--- src/rtl/id_ex_elastic_reg_pkg.sv ---
// Shared types for the ID/EX elastic register: FSM states, control-bit layout,
// default-width payload and the buffer-occupancy transition function.
package id_ex_elastic_reg_pkg;

    // Occupancy of the two-slot buffer
    typedef enum logic [1:0] {
        EMPTY = 2'd0,
        ONE   = 2'd1,
        FULL  = 2'd2
    } state_t;

    // Control bits that must read as zero whenever a slot holds a bubble
    localparam int CTRL_W      = 5;
    localparam int CTRL_WB_EN  = 0;
    localparam int CTRL_MEM_R  = 1;
    localparam int CTRL_MEM_W  = 2;
    localparam int CTRL_BR     = 3;
    localparam int CTRL_S      = 4;

    // Default widths, used for the default payload layout
    localparam int DEF_DATA_W  = 32;
    localparam int DEF_REG_AW  = 4;
    localparam int DEF_CMD_W   = 4;
    localparam int DEF_SHIFT_W = 12;
    localparam int DEF_IMM_W   = 24;
    localparam int DEF_STAT_W  = 4;

    // Payload at default widths; the top builds the same layout from its own parameters
    typedef struct packed {
        logic [CTRL_W-1:0]             ctrl;
        logic                          imm;
        logic [DEF_CMD_W-1:0]          cmd;
        logic [DEF_DATA_W-1:0]         pc;
        logic [DEF_DATA_W-1:0]         val_rn;
        logic [DEF_DATA_W-1:0]         val_rm;
        logic [DEF_SHIFT_W-1:0]        shift;
        logic signed [DEF_IMM_W-1:0]   simm;
        logic [DEF_REG_AW-1:0]         rn;
        logic [DEF_REG_AW-1:0]         rm;
        logic [DEF_REG_AW-1:0]         dest;
        logic [DEF_STAT_W-1:0]         status;
    } payload_t;

    // Occupancy update; flush wins over any handshake in the same cycle
    function automatic state_t next_state(state_t cur, logic flush, logic accept, logic take);
        state_t nxt;
        nxt = cur;
        if (flush) begin
            nxt = EMPTY;
        end else begin
            case (cur)
                EMPTY:   if (accept) nxt = ONE;
                ONE: begin
                    if (accept && !take)      nxt = FULL;
                    else if (take && !accept) nxt = EMPTY;
                end
                FULL:    if (take) nxt = ONE;
                default: nxt = EMPTY;
            endcase
        end
        return nxt;
    endfunction

endpackage

--- src/rtl/id_ex_elastic_reg_if.sv ---
// Decode-to-execute bus: upstream handshake/payload, write-back snoop and
// downstream handshake/payload. slave is the register's view.
interface id_ex_elastic_reg_if #(
    parameter int DATA_W  = 32,
    parameter int REG_AW  = 4,
    parameter int CMD_W   = 4,
    parameter int SHIFT_W = 12,
    parameter int IMM_W   = 24,
    parameter int STAT_W  = 4
);
    logic                      flush;
    logic                      freeze;

    logic                      up_valid;
    logic                      up_ready;
    logic                      up_wb_en;
    logic                      up_mem_r;
    logic                      up_mem_w;
    logic                      up_br;
    logic                      up_s;
    logic                      up_imm;
    logic                      up_two_src;
    logic [CMD_W-1:0]          up_cmd;
    logic [DATA_W-1:0]         up_pc;
    logic [DATA_W-1:0]         up_val_rn;
    logic [DATA_W-1:0]         up_val_rm;
    logic [SHIFT_W-1:0]        up_shift;
    logic signed [IMM_W-1:0]   up_simm;
    logic [REG_AW-1:0]         up_rn;
    logic [REG_AW-1:0]         up_rm;
    logic [REG_AW-1:0]         up_dest;
    logic [STAT_W-1:0]         up_status;

    logic                      wb_en;
    logic [REG_AW-1:0]         wb_dest;
    logic [DATA_W-1:0]         wb_value;

    logic                      dn_valid;
    logic                      dn_ready;
    logic                      dn_wb_en;
    logic                      dn_mem_r;
    logic                      dn_mem_w;
    logic                      dn_br;
    logic                      dn_s;
    logic                      dn_imm;
    logic [CMD_W-1:0]          dn_cmd;
    logic [DATA_W-1:0]         dn_pc;
    logic [DATA_W-1:0]         dn_val_rn;
    logic [DATA_W-1:0]         dn_val_rm;
    logic [SHIFT_W-1:0]        dn_shift;
    logic signed [IMM_W-1:0]   dn_simm;
    logic [REG_AW-1:0]         dn_rn;
    logic [REG_AW-1:0]         dn_rm;
    logic [REG_AW-1:0]         dn_dest;
    logic [STAT_W-1:0]         dn_status;

    modport master (
        output flush, freeze,
        output up_valid, up_wb_en, up_mem_r, up_mem_w, up_br, up_s, up_imm, up_two_src,
        output up_cmd, up_pc, up_val_rn, up_val_rm, up_shift, up_simm,
        output up_rn, up_rm, up_dest, up_status,
        output wb_en, wb_dest, wb_value,
        output dn_ready,
        input  up_ready,
        input  dn_valid, dn_wb_en, dn_mem_r, dn_mem_w, dn_br, dn_s, dn_imm,
        input  dn_cmd, dn_pc, dn_val_rn, dn_val_rm, dn_shift, dn_simm,
        input  dn_rn, dn_rm, dn_dest, dn_status
    );

    modport slave (
        input  flush, freeze,
        input  up_valid, up_wb_en, up_mem_r, up_mem_w, up_br, up_s, up_imm, up_two_src,
        input  up_cmd, up_pc, up_val_rn, up_val_rm, up_shift, up_simm,
        input  up_rn, up_rm, up_dest, up_status,
        input  wb_en, wb_dest, wb_value,
        input  dn_ready,
        output up_ready,
        output dn_valid, dn_wb_en, dn_mem_r, dn_mem_w, dn_br, dn_s, dn_imm,
        output dn_cmd, dn_pc, dn_val_rn, dn_val_rm, dn_shift, dn_simm,
        output dn_rn, dn_rm, dn_dest, dn_status
    );
endinterface

--- src/rtl/id_ex_elastic_reg_slot.sv ---
// One buffer slot: payload register plus valid bit. clear beats load; a held
// valid entry, or an entry being loaded, picks up matching write-back values.
module id_ex_slot
    import id_ex_elastic_reg_pkg::*;
#(
    parameter int  DATA_W = 32,
    parameter int  REG_AW = 4,
    parameter type pay_t  = payload_t
) (
    input  logic              clk,
    input  logic              rst,
    input  logic              load_i,
    input  logic              clear_i,
    input  pay_t              d_i,
    input  logic              wb_en_i,
    input  logic [REG_AW-1:0] wb_dest_i,
    input  logic [DATA_W-1:0] wb_value_i,
    output logic              valid_o,
    output pay_t              q_o
);
    logic valid_q, valid_d;
    pay_t pay_q, pay_d;

    // rn and rm are patched independently so both can update together
    function automatic pay_t snoop(pay_t p, logic en, logic [REG_AW-1:0] dst,
                                   logic [DATA_W-1:0] val);
        pay_t r;
        r = p;
        if (en && (p.rn == dst)) r.val_rn = val;
        if (en && (p.rm == dst)) r.val_rm = val;
        return r;
    endfunction

    // Next slot contents: clear leaves a bubble with zeroed control bits
    always_comb begin
        valid_d = valid_q;
        pay_d   = pay_q;
        if (clear_i) begin
            valid_d    = 1'b0;
            pay_d.ctrl = '0;
        end else if (load_i) begin
            valid_d = 1'b1;
            pay_d   = snoop(d_i, wb_en_i, wb_dest_i, wb_value_i);
        end else if (valid_q) begin
            pay_d   = snoop(pay_q, wb_en_i, wb_dest_i, wb_value_i);
        end
    end

    // Slot register with asynchronous active-low reset
    always_ff @(posedge clk or negedge rst) begin
        if (!rst) begin
            valid_q <= 1'b0;
            pay_q   <= '0;
        end else begin
            valid_q <= valid_d;
            pay_q   <= pay_d;
        end
    end

    assign valid_o = valid_q;
    assign q_o     = pay_q;
endmodule

--- src/rtl/id_ex_elastic_reg.sv ---
// ID/EX pipeline register as a two-entry skid buffer. up_ready depends only on
// occupancy and freeze, so execute backpressure never reaches decode
// combinationally. The main slot drives the execute-side outputs directly.
module id_ex_elastic_reg
    import id_ex_elastic_reg_pkg::*;
#(
    parameter int DATA_W  = 32,
    parameter int REG_AW  = 4,
    parameter int CMD_W   = 4,
    parameter int SHIFT_W = 12,
    parameter int IMM_W   = 24,
    parameter int STAT_W  = 4
) (
    input  logic                clk,
    input  logic                rst,
    id_ex_elastic_reg_if.slave  bus
);
    typedef struct packed {
        logic [CTRL_W-1:0]         ctrl;
        logic                      imm;
        logic [CMD_W-1:0]          cmd;
        logic [DATA_W-1:0]         pc;
        logic [DATA_W-1:0]         val_rn;
        logic [DATA_W-1:0]         val_rm;
        logic [SHIFT_W-1:0]        shift;
        logic signed [IMM_W-1:0]   simm;
        logic [REG_AW-1:0]         rn;
        logic [REG_AW-1:0]         rm;
        logic [REG_AW-1:0]         dest;
        logic [STAT_W-1:0]         status;
    } slot_t;

    state_t state_q;
    slot_t  up_pay, main_d, main_q, skid_q;
    logic   main_vld, skid_vld;
    logic   main_load, main_clear, skid_load, skid_clear;
    logic   accept, take;

    assign bus.up_ready = !bus.freeze && (state_q != FULL);
    assign accept       = bus.up_valid && bus.up_ready;
    assign take         = main_vld && bus.dn_ready;

    // Pack the decode-side fields into the slot layout
    always_comb begin
        up_pay                   = '0;
        up_pay.ctrl[CTRL_WB_EN]  = bus.up_wb_en;
        up_pay.ctrl[CTRL_MEM_R]  = bus.up_mem_r;
        up_pay.ctrl[CTRL_MEM_W]  = bus.up_mem_w;
        up_pay.ctrl[CTRL_BR]     = bus.up_br;
        up_pay.ctrl[CTRL_S]      = bus.up_s;
        up_pay.imm               = bus.up_imm;
        up_pay.cmd               = bus.up_cmd;
        up_pay.pc                = bus.up_pc;
        up_pay.val_rn            = bus.up_val_rn;
        up_pay.val_rm            = bus.up_val_rm;
        up_pay.shift             = bus.up_shift;
        up_pay.simm              = bus.up_simm;
        up_pay.rn                = bus.up_rn;
        up_pay.rm                = bus.up_rm;
        up_pay.dest              = bus.up_dest;
        up_pay.status            = bus.up_status;
    end

    // Slot steering: new entries go to main unless main is held, then skid;
    // on a take from FULL the skid entry moves forward and skid empties
    always_comb begin
        main_load  = 1'b0;
        main_clear = bus.flush;
        skid_load  = 1'b0;
        skid_clear = bus.flush;
        main_d     = up_pay;
        if (!bus.flush) begin
            case (state_q)
                EMPTY: main_load = accept;
                ONE: begin
                    main_load  = accept && take;
                    skid_load  = accept && !take;
                    main_clear = take && !accept;
                end
                FULL: begin
                    main_load  = take;
                    skid_clear = take;
                    main_d     = skid_q;
                end
                default: main_clear = 1'b1;
            endcase
        end
    end

    // Occupancy state register
    always_ff @(posedge clk or negedge rst) begin
        if (!rst) state_q <= EMPTY;
        else      state_q <= next_state(state_q, bus.flush, accept, take);
    end

    id_ex_slot #(.DATA_W(DATA_W), .REG_AW(REG_AW), .pay_t(slot_t)) u_main (
        .clk        (clk),
        .rst        (rst),
        .load_i     (main_load),
        .clear_i    (main_clear),
        .d_i        (main_d),
        .wb_en_i    (bus.wb_en),
        .wb_dest_i  (bus.wb_dest),
        .wb_value_i (bus.wb_value),
        .valid_o    (main_vld),
        .q_o        (main_q)
    );

    id_ex_slot #(.DATA_W(DATA_W), .REG_AW(REG_AW), .pay_t(slot_t)) u_skid (
        .clk        (clk),
        .rst        (rst),
        .load_i     (skid_load),
        .clear_i    (skid_clear),
        .d_i        (up_pay),
        .wb_en_i    (bus.wb_en),
        .wb_dest_i  (bus.wb_dest),
        .wb_value_i (bus.wb_value),
        .valid_o    (skid_vld),
        .q_o        (skid_q)
    );

    assign bus.dn_valid  = main_vld;
    assign bus.dn_wb_en  = main_q.ctrl[CTRL_WB_EN];
    assign bus.dn_mem_r  = main_q.ctrl[CTRL_MEM_R];
    assign bus.dn_mem_w  = main_q.ctrl[CTRL_MEM_W];
    assign bus.dn_br     = main_q.ctrl[CTRL_BR];
    assign bus.dn_s      = main_q.ctrl[CTRL_S];
    assign bus.dn_imm    = main_q.imm;
    assign bus.dn_cmd    = main_q.cmd;
    assign bus.dn_pc     = main_q.pc;
    assign bus.dn_val_rn = main_q.val_rn;
    assign bus.dn_val_rm = main_q.val_rm;
    assign bus.dn_shift  = main_q.shift;
    assign bus.dn_simm   = main_q.simm;
    assign bus.dn_rn     = main_q.rn;
    assign bus.dn_rm     = main_q.rm;
    assign bus.dn_dest   = main_q.dest;
    assign bus.dn_status = main_q.status;
endmodule

--- src/flat_wrapper.sv ---
// flat-port wrapper written by rule: the top's interface ports become plain ports
module id_ex_elastic_reg_flat import id_ex_elastic_reg_pkg::*;
#(
    parameter int DATA_W  = 32,
    parameter int REG_AW  = 4,
    parameter int CMD_W   = 4,
    parameter int SHIFT_W = 12,
    parameter int IMM_W   = 24,
    parameter int STAT_W  = 4
)
  (clk, rst, bus_flush, bus_freeze, bus_up_valid, bus_up_wb_en, bus_up_mem_r, bus_up_mem_w, bus_up_br, bus_up_s, bus_up_imm, bus_up_two_src, bus_up_cmd, bus_up_pc, bus_up_val_rn, bus_up_val_rm, bus_up_shift, bus_up_simm, bus_up_rn, bus_up_rm, bus_up_dest, bus_up_status, bus_wb_en, bus_wb_dest, bus_wb_value, bus_dn_ready, bus_up_ready, bus_dn_valid, bus_dn_wb_en, bus_dn_mem_r, bus_dn_mem_w, bus_dn_br, bus_dn_s, bus_dn_imm, bus_dn_cmd, bus_dn_pc, bus_dn_val_rn, bus_dn_val_rm, bus_dn_shift, bus_dn_simm, bus_dn_rn, bus_dn_rm, bus_dn_dest, bus_dn_status);
  id_ex_elastic_reg_if #(.DATA_W(DATA_W), .REG_AW(REG_AW), .CMD_W(CMD_W), .SHIFT_W(SHIFT_W), .IMM_W(IMM_W), .STAT_W(STAT_W)) bus_i ();
  input  logic clk;
  input  logic rst;
  input wire logic [$bits(bus_i.flush)-1:0] bus_flush;
  input wire logic [$bits(bus_i.freeze)-1:0] bus_freeze;
  input wire logic [$bits(bus_i.up_valid)-1:0] bus_up_valid;
  input wire logic [$bits(bus_i.up_wb_en)-1:0] bus_up_wb_en;
  input wire logic [$bits(bus_i.up_mem_r)-1:0] bus_up_mem_r;
  input wire logic [$bits(bus_i.up_mem_w)-1:0] bus_up_mem_w;
  input wire logic [$bits(bus_i.up_br)-1:0] bus_up_br;
  input wire logic [$bits(bus_i.up_s)-1:0] bus_up_s;
  input wire logic [$bits(bus_i.up_imm)-1:0] bus_up_imm;
  input wire logic [$bits(bus_i.up_two_src)-1:0] bus_up_two_src;
  input wire logic [$bits(bus_i.up_cmd)-1:0] bus_up_cmd;
  input wire logic [$bits(bus_i.up_pc)-1:0] bus_up_pc;
  input wire logic [$bits(bus_i.up_val_rn)-1:0] bus_up_val_rn;
  input wire logic [$bits(bus_i.up_val_rm)-1:0] bus_up_val_rm;
  input wire logic [$bits(bus_i.up_shift)-1:0] bus_up_shift;
  input wire logic [$bits(bus_i.up_simm)-1:0] bus_up_simm;
  input wire logic [$bits(bus_i.up_rn)-1:0] bus_up_rn;
  input wire logic [$bits(bus_i.up_rm)-1:0] bus_up_rm;
  input wire logic [$bits(bus_i.up_dest)-1:0] bus_up_dest;
  input wire logic [$bits(bus_i.up_status)-1:0] bus_up_status;
  input wire logic [$bits(bus_i.wb_en)-1:0] bus_wb_en;
  input wire logic [$bits(bus_i.wb_dest)-1:0] bus_wb_dest;
  input wire logic [$bits(bus_i.wb_value)-1:0] bus_wb_value;
  input wire logic [$bits(bus_i.dn_ready)-1:0] bus_dn_ready;
  output wire logic [$bits(bus_i.up_ready)-1:0] bus_up_ready;
  output wire logic [$bits(bus_i.dn_valid)-1:0] bus_dn_valid;
  output wire logic [$bits(bus_i.dn_wb_en)-1:0] bus_dn_wb_en;
  output wire logic [$bits(bus_i.dn_mem_r)-1:0] bus_dn_mem_r;
  output wire logic [$bits(bus_i.dn_mem_w)-1:0] bus_dn_mem_w;
  output wire logic [$bits(bus_i.dn_br)-1:0] bus_dn_br;
  output wire logic [$bits(bus_i.dn_s)-1:0] bus_dn_s;
  output wire logic [$bits(bus_i.dn_imm)-1:0] bus_dn_imm;
  output wire logic [$bits(bus_i.dn_cmd)-1:0] bus_dn_cmd;
  output wire logic [$bits(bus_i.dn_pc)-1:0] bus_dn_pc;
  output wire logic [$bits(bus_i.dn_val_rn)-1:0] bus_dn_val_rn;
  output wire logic [$bits(bus_i.dn_val_rm)-1:0] bus_dn_val_rm;
  output wire logic [$bits(bus_i.dn_shift)-1:0] bus_dn_shift;
  output wire logic [$bits(bus_i.dn_simm)-1:0] bus_dn_simm;
  output wire logic [$bits(bus_i.dn_rn)-1:0] bus_dn_rn;
  output wire logic [$bits(bus_i.dn_rm)-1:0] bus_dn_rm;
  output wire logic [$bits(bus_i.dn_dest)-1:0] bus_dn_dest;
  output wire logic [$bits(bus_i.dn_status)-1:0] bus_dn_status;
  assign bus_i.flush = bus_flush;
  assign bus_i.freeze = bus_freeze;
  assign bus_i.up_valid = bus_up_valid;
  assign bus_i.up_wb_en = bus_up_wb_en;
  assign bus_i.up_mem_r = bus_up_mem_r;
  assign bus_i.up_mem_w = bus_up_mem_w;
  assign bus_i.up_br = bus_up_br;
  assign bus_i.up_s = bus_up_s;
  assign bus_i.up_imm = bus_up_imm;
  assign bus_i.up_two_src = bus_up_two_src;
  assign bus_i.up_cmd = bus_up_cmd;
  assign bus_i.up_pc = bus_up_pc;
  assign bus_i.up_val_rn = bus_up_val_rn;
  assign bus_i.up_val_rm = bus_up_val_rm;
  assign bus_i.up_shift = bus_up_shift;
  assign bus_i.up_simm = bus_up_simm;
  assign bus_i.up_rn = bus_up_rn;
  assign bus_i.up_rm = bus_up_rm;
  assign bus_i.up_dest = bus_up_dest;
  assign bus_i.up_status = bus_up_status;
  assign bus_i.wb_en = bus_wb_en;
  assign bus_i.wb_dest = bus_wb_dest;
  assign bus_i.wb_value = bus_wb_value;
  assign bus_i.dn_ready = bus_dn_ready;
  assign bus_up_ready = bus_i.up_ready;
  assign bus_dn_valid = bus_i.dn_valid;
  assign bus_dn_wb_en = bus_i.dn_wb_en;
  assign bus_dn_mem_r = bus_i.dn_mem_r;
  assign bus_dn_mem_w = bus_i.dn_mem_w;
  assign bus_dn_br = bus_i.dn_br;
  assign bus_dn_s = bus_i.dn_s;
  assign bus_dn_imm = bus_i.dn_imm;
  assign bus_dn_cmd = bus_i.dn_cmd;
  assign bus_dn_pc = bus_i.dn_pc;
  assign bus_dn_val_rn = bus_i.dn_val_rn;
  assign bus_dn_val_rm = bus_i.dn_val_rm;
  assign bus_dn_shift = bus_i.dn_shift;
  assign bus_dn_simm = bus_i.dn_simm;
  assign bus_dn_rn = bus_i.dn_rn;
  assign bus_dn_rm = bus_i.dn_rm;
  assign bus_dn_dest = bus_i.dn_dest;
  assign bus_dn_status = bus_i.dn_status;
  id_ex_elastic_reg #(.DATA_W(DATA_W), .REG_AW(REG_AW), .CMD_W(CMD_W), .SHIFT_W(SHIFT_W), .IMM_W(IMM_W), .STAT_W(STAT_W)) u_core (.clk(clk), .rst(rst), .bus(bus_i));
endmodule
--- config.mk ---
export PLATFORM = sky130hd
export DESIGN_NAME = id_ex_elastic_reg_flat
export DESIGN_NICKNAME = d
export VERILOG_FILES = /design/src/rtl/id_ex_elastic_reg_pkg.sv /design/src/rtl/id_ex_elastic_reg_if.sv /design/src/rtl/id_ex_elastic_reg_slot.sv /design/src/rtl/id_ex_elastic_reg.sv /design/src/flat_wrapper.sv
export SDC_FILE = /design/constraint.sdc
export NUM_CORES = 1
export LEC_CHECK = 0
export BUFFER_PORTS_ARGS = -buffer_cell sky130_fd_sc_hd__buf_4
export CORE_MARGIN = 8
export CORE_UTILIZATION = 36
export DETAILED_ROUTE_END_ITERATION = 6
export GPL_TIMING_DRIVEN = 0
export HOLD_SLACK_MARGIN = 0.05
export PLACE_DENSITY_LB_ADDON = 0.1
export SKIP_LAST_GASP = 1
export SYNTH_ARGS = -nofsm -noshare
export SYNTH_HDL_FRONTEND = slang
export SYNTH_SLANG_ARGS = --single-unit
--- constraint.sdc ---
create_clock -name clk -period 3.5 [get_ports clk]
set_clock_uncertainty 0.2 [all_clocks]
set_input_delay 0.175 -clock clk [delete_from_list [all_inputs] [get_ports clk]]
set_output_delay 0.175 -clock clk [all_outputs]
set_load 0.005 [all_outputs]
# Yosys cells after proc, flatten, opt, wreduce, memory -nomap -nowiden
# Index checks and enable logic that the tools add are counted.
[totals]
register_bits = 320
inputBits = 202
output_inout_bits = 160
elab_cells = 111
[op_classes]
eq_ne = 14
n_mux = 34
bitwise_logic = 2
n_reduce_logical = 34
[op_table]
columns = ["cell", "n"]
rows = [
  ["2-to-1 mux 158 bit", 4],
  ["2-to-1 mux 32 bit", 8],
  ["2-to-1 mux 116 bit", 2],
  ["equality test 4 bit", 8],
  ["nonzero test 2 bit", 8],
  ["AND reduction 3 bit", 5],
  ["logical AND 1 bit", 14],
  ["2-to-1 mux 1 bit", 10],
  ["2-to-1 mux 2 bit", 5],
  ["2-to-1 mux 5 bit", 2],
  ["!= test 3 x 2 -> 1 bit, second input constant", 2],
  ["one-hot mux 2 bit (3 select lines)", 1],
  ["!= test 4 x 2 -> 1 bit, second input constant", 1],
  ["AND reduction 2 bit", 2],
  ["logical NOT 1 bit", 3],
  ["one-hot mux 1 bit (3 select lines)", 1],
  ["equality test 2 x 1 -> 1 bit, second input constant", 1],
  ["equality test 2 bit, second input constant", 1],
  ["logical NOT 2 bit", 1],
  ["!= test 2 bit, second input constant", 1],
  ["NOT 1 bit", 2],
  ["one-hot mux 1 bit (2 select lines)", 1],
  ["OR reduction 2 bit", 1],
]

# Logic depth before layout (Yosys ltp)
[depth]
word_depth = 9
ltp_mapped = 14
mapped_depth_nobuf = 10

# By module
# Synthesis repeated with hierarchy kept, for this count alone.
[hier_totals]
hier_cells = 1074
area_unflattened_um2 = 16877.4
[modules_own_cells]
columns = ["module", "n_inst", "cells_each", "area_each_um2", "seq_area_each_um2"]
rows = [
  ["id_ex_slot", 2, 439, 7123.1, 3978.8],
  ["id_ex_elastic_reg", 1, 196, 2631.3, 50.0],
]

# Worst setup path before layout
# No wires, ideal clock.
[synth_path]
path_type = "register to register"
from = "register u_core.state_q[1]"
to = "register u_core.u_skid.pay_q, in the netlist u_core.u_skid.q_o[0]"
setup_time_ns = 0.125
t_arrival_ns = 2.560
required_ns = 3.175
path_slack_ns = 0.616
stages_incl_launch_ff = 9
n_path_buf = 2
synth_period_minus_slack_ns = 2.884
path_cell_list = "dfrtp_1 > nor2b_1 > nor3b_1 > ha_1 > nand3b_1 > nor2_1 > clkbuf_1 > clkbuf_1 > mux2_2"
[synth_via]
elab_chain_len = 7
elab_cells_between_ends = 13
cone_classes = "eq/ne: 3; mux: 5; bitwise: 1; reduce/logical: 4"
[synth_rtl]
columns = ["element", "line", "source"]
rows = [
  ["start: declaration", "id_ex_elastic_reg.sv:33", "state_t state_q;"],
  ["start signal: assignment", "id_ex_elastic_reg.sv:93", "else state_q <= next_state(state_q, bus.flush, accept, take);"],
  ["!= test 2 bit", "id_ex_elastic_reg.sv:39", "assign bus.up_ready = !bus.freeze && (state_q != FULL);"],
  ["logical AND 1 bit", "id_ex_elastic_reg.sv:39", ""],
  ["logical AND 1 bit", "id_ex_elastic_reg.sv:40", "assign accept = bus.up_valid && bus.up_ready;"],
  ["logical AND 1 bit", "id_ex_elastic_reg.sv:77", "skid_load = accept && !take;"],
  ["2-to-1 mux 1 bit", "id_ex_elastic_reg.sv:73", "case (state_q)"],
  ["2-to-1 mux 1 bit", "id_ex_elastic_reg.sv:72", "if (!bus.flush) begin"],
  ["2-to-1 mux 158 bit / AND reduction 2 bit (equally long branches)", "--", ""],
  ["end signal: assignment", "id_ex_elastic_reg_slot.sv:56", "pay_q <= pay_d;"],
  ["end: declaration", "id_ex_elastic_reg_slot.sv:22", "pay_t pay_q, pay_d;"],
]
# Several ways; a longest one is shown, not always the timed one. The select of a mux whose other input is x is not followed.
# A chain may end at the register's enable or synchronous reset.

# Worst setup path after layout
[layout_path]
from = "register u_core.state_q[1]"
to = "register u_core.u_main.pay_q, in the netlist u_core.u_main.q_o[98]"
[layout_via]
elab_chain_len = 9
elab_cells_between_ends = 24
cone_classes = "eq/ne: 4; mux: 8; bitwise: 1; reduce/logical: 11"
[layout_rtl]
columns = ["element", "line", "source"]
rows = [
  ["!= test 2 bit", "id_ex_elastic_reg.sv:39", ""],
  ["logical AND 1 bit", "id_ex_elastic_reg.sv:39", ""],
  ["logical AND 1 bit", "id_ex_elastic_reg.sv:40", ""],
  ["logical NOT 1 bit", "id_ex_elastic_reg.sv:78", "main_clear = take && !accept;"],
  ["logical AND 1 bit", "id_ex_elastic_reg.sv:78", ""],
  ["one-hot mux 1 bit (2 select lines)", "id_ex_elastic_reg.sv:73", ""],
  ["2-to-1 mux 1 bit", "id_ex_elastic_reg.sv:72", ""],
  ["NOT 1 bit (no source line)", "--", ""],
  ["AND reduction 3 bit (no source line)", "--", ""],
  ["end signal: assignment", "id_ex_elastic_reg_slot.sv:56", ""],
  ["end: declaration", "id_ex_elastic_reg_slot.sv:22", ""],
]
# Several ways; a longest one is shown, not always the timed one. The select of a mux whose other input is x is not followed.

==> results.yml <==
flow_run:
  max-cap-violations: 0
timing:
  worst_pin_slew_ns: 1.13
  slew_headroom: 0.238
  final_hold_viol_count: 0
  final.min_clock_period_ns: 3.28
  timing.final.crit_share: 0.938
  setup_viol: 0
  tns_ns: 0
  clock.fmax_ghz: 0.305
  final-max-slew-violation-count: 0
  hold_ws_ns: 0.155
synthesis:
  synth_edf_count: 0
  synth_fp_nets: 1702
  syn_area_per_cell_sq_um: 10.1
  synth_cells: 1497
  synth-main-ff-cell: "dfrtp_1"
  synth_area_sq_mm: 0.0151
  yosys_warnings: 0
  synth_seq_area_share: 0.531
  ys_seq_elements: 320
  async_reset_ff_frac: 1.00
  yosys.cell_types.count: 39
cts:
  cts_tree: "yes"
  clk_latency_ns: 0.56
  cts-root-buf: "clkbuf_16"
  clock-sinks: 320
  h-tree-depth: 2
  cts_buffer_depth: 3
  cts_inserted_buffers: 37
  clkTransAtPathRegs_ns: 0.06
floorplanning:
  pin_count: 362
  dieArea_sq_mm: 0.0487
  row_count: 75
  die_h_um: 221
  initial_core_util: 0.362
  core_area_sq_mm: 0.0417
  dieWidth_um: 221
worst_hold_path:
  hold_end: "u_core.u_skid.q_o[65]"
  min_from: "bus_wb_en"
  hold_path_class: "in -> reg"
  hold_depth: 5
power:
  p_per_area_mw_per_mm2: 508
  power_leakage_nw: 10.5
  vdd_drop_max_mv: 0.433
setup_path:
  r2r_setup_slack_ns: 0.22
  critPathMaxFanout: 10
  worstPathRequired_ns: 3.77
  r2r_start: "u_core.state_q[1]"
  arrival_ns: 3.55
  path_class: "reg -> reg"
  r2r-end: "u_core.u_main.q_o[98]"
  worstRegToRegCells: 13
  endpoint_kind: "flop"
  crit_path_start_kind: "flop"
detailed_routing:
  vias: 13379
  viasPerCell: 5.02
  detail-route-antenna-nets: 0
  finalWirelength_mm: 53.0
  dr.pass1.iters: 6
  route.detailed.drc: 0
  drt_iter0_drc: 792
  wl_per_cell_um: 19.9
finish:
  post_route_cells_drive_above_1_share: 0.272
  fin_nets: 2299
  final_cell_mix: "nand2_1, buf_4, dfrtp_1, dlygate4sd3_1, o21ai_0"
  final_common_cell: "nand2_1"
  syn_to_final_growth_pct: 44.7
grt:
  grt_pass1_wl_mm: 81.2
  track_usage: 0.214
  grt_overflow_total: 0
  grt_pass1_vias: 14291
  grt_antenna_before_repair: 7
  grt_max_degree: 100
placed_design:
  portBuffers: 356
  place_congestion: 0.781
  hpwl_mm: 38.0
run_status:
  outcome: "finished clean"
-- layer usage --
layer,GRT usage,wire (um),vias to the layer above
met2,0.366,25900,369
met3,0.0580,3600,96
met5,0,49,-
met1,0.258,22200,6553
li1,-,-,6353
met4,0.0754,1330,8
-- state kept, by name (all words and copies together), names as in the netlist --
register and flops:
u_core.u_skid.q_o 158, u_core.u_skid.valid_o 1, u_core.u_main.valid_o 1, u_core.state_q 2, u_core.u_main.q_o 158
-- cells by family after synthesis --
kind of cell / after synthesis / share of synthesized area
simple gates: 481 / 0.127
flops: 320 / 0.531
xor+xnor: 16 / 0.00930
mux: 240 / 0.167
compound gates: 325 / 0.132
buf+inv: 112 / 0.0310
fa+ha+maj: 3 / 0.00249
-- worst max-delay path: stages, from the launching register on --
cell and delay (ns):
dfrtp_1 0.46, nor2b_2 0.22, nor3b_2 0.27, inv_1 0.08, ha_1 0.19, o21ai_0 0.18
nand2b_2 0.16, a21o_1 0.18, buf_2 0.20, a21boi_0 0.15, buf_2 0.24, clkbuf_1 0.29
a31o_1 0.26, o21ai_1 0.11
-- through the flow --
step                      cell area, sq um  utilization  power, mW  setup slack, ns  std cells
after global routing                 21800        0.524       11.6         -0.00518       2664
after floorplan                      15100            -       5.69            0.616       1497
after CTS                            21800        0.523       11.2           0.0927       2659
final                                21800        0.524       11.1            0.218       2664
after detailed placement             18500        0.444       7.02           -0.472       2395
after global placement               18400        0.442       6.94            -1.17       2392
-- repair_timing --
item | in CTS | in global routing
endpoints found under the setup margin | 277 | 158
gates resized for setup | 11 | 13
endpoints found under the hold margin | 640 | 0
setup buffers | 0 | 2
hold buffers | 198 | 0
-- report_power, final --
part | internal (mW) | switching [mW]
clock | 2.33 | 1.63
sequential | 4.42 | 0.448
combinational | 1.28 | 0.965
-- cell usage after synthesis (all sizes together) (2+ instances only) --
cell type  count  share of area
a211oi         3         0.0015
a21boi         2         0.0010
a21o           3         0.0015
a21oi          6         0.0035
a22o           5         0.0029
a311oi         5         0.0029
a31o          64          0.037
a31oi          3         0.0012
and2           5         0.0021
buf           41          0.013
clkbuf        66          0.016
dfrtp        320           0.53
ha             3         0.0025
inv            5         0.0012
mux2          89          0.066
mux2i        151           0.10
nand2        362          0.090
nand2b        13         0.0054
nand3          4         0.0013
nor2          77          0.019
nor2b          5         0.0021
nor3b          3         0.0015
nor4           6         0.0025
nor4b          2         0.0012
o211ai         4         0.0020
o21ai        226          0.075
o32a           2         0.0013
xnor2          5         0.0029
xor2          11         0.0064
-- cell type report --
cell class | instances | area, sq um
flip-flops and latches | 320 | 8010
inverters | 5 | 18.8
plain buffers | 106 | 462
clock buffers | 58 | 1140
multi-input cells | 1065 | 6620
diodes | 3 | 7.51
repair buffers | 559 | 4780
clock inverters | 9 | 101
fillers | 3859 | 19900
well taps | 539 | 674
-- worst max path at each step --
stage / startpoint / end / slack, ns / cells after the start
floorplan: u_core.state_q[1] / u_core.u_skid.q_o[0] / 0.62 / 8
global placement: rst / u_core.u_main.q_o[128] / -1.17 / 1
detailed placement: u_core.state_q[1] / u_core.u_skid.q_o[47] / -0.47 / 8
CTS: u_core.state_q[1] / u_core.u_main.q_o[145] / 0.09 / 13
global route: u_core.state_q[1] / u_core.u_main.q_o[106] / -0.005 / 13
finish: u_core.state_q[1] / u_core.u_main.q_o[98] / 0.22 / 13
Power figures use the tool's default switching activity.
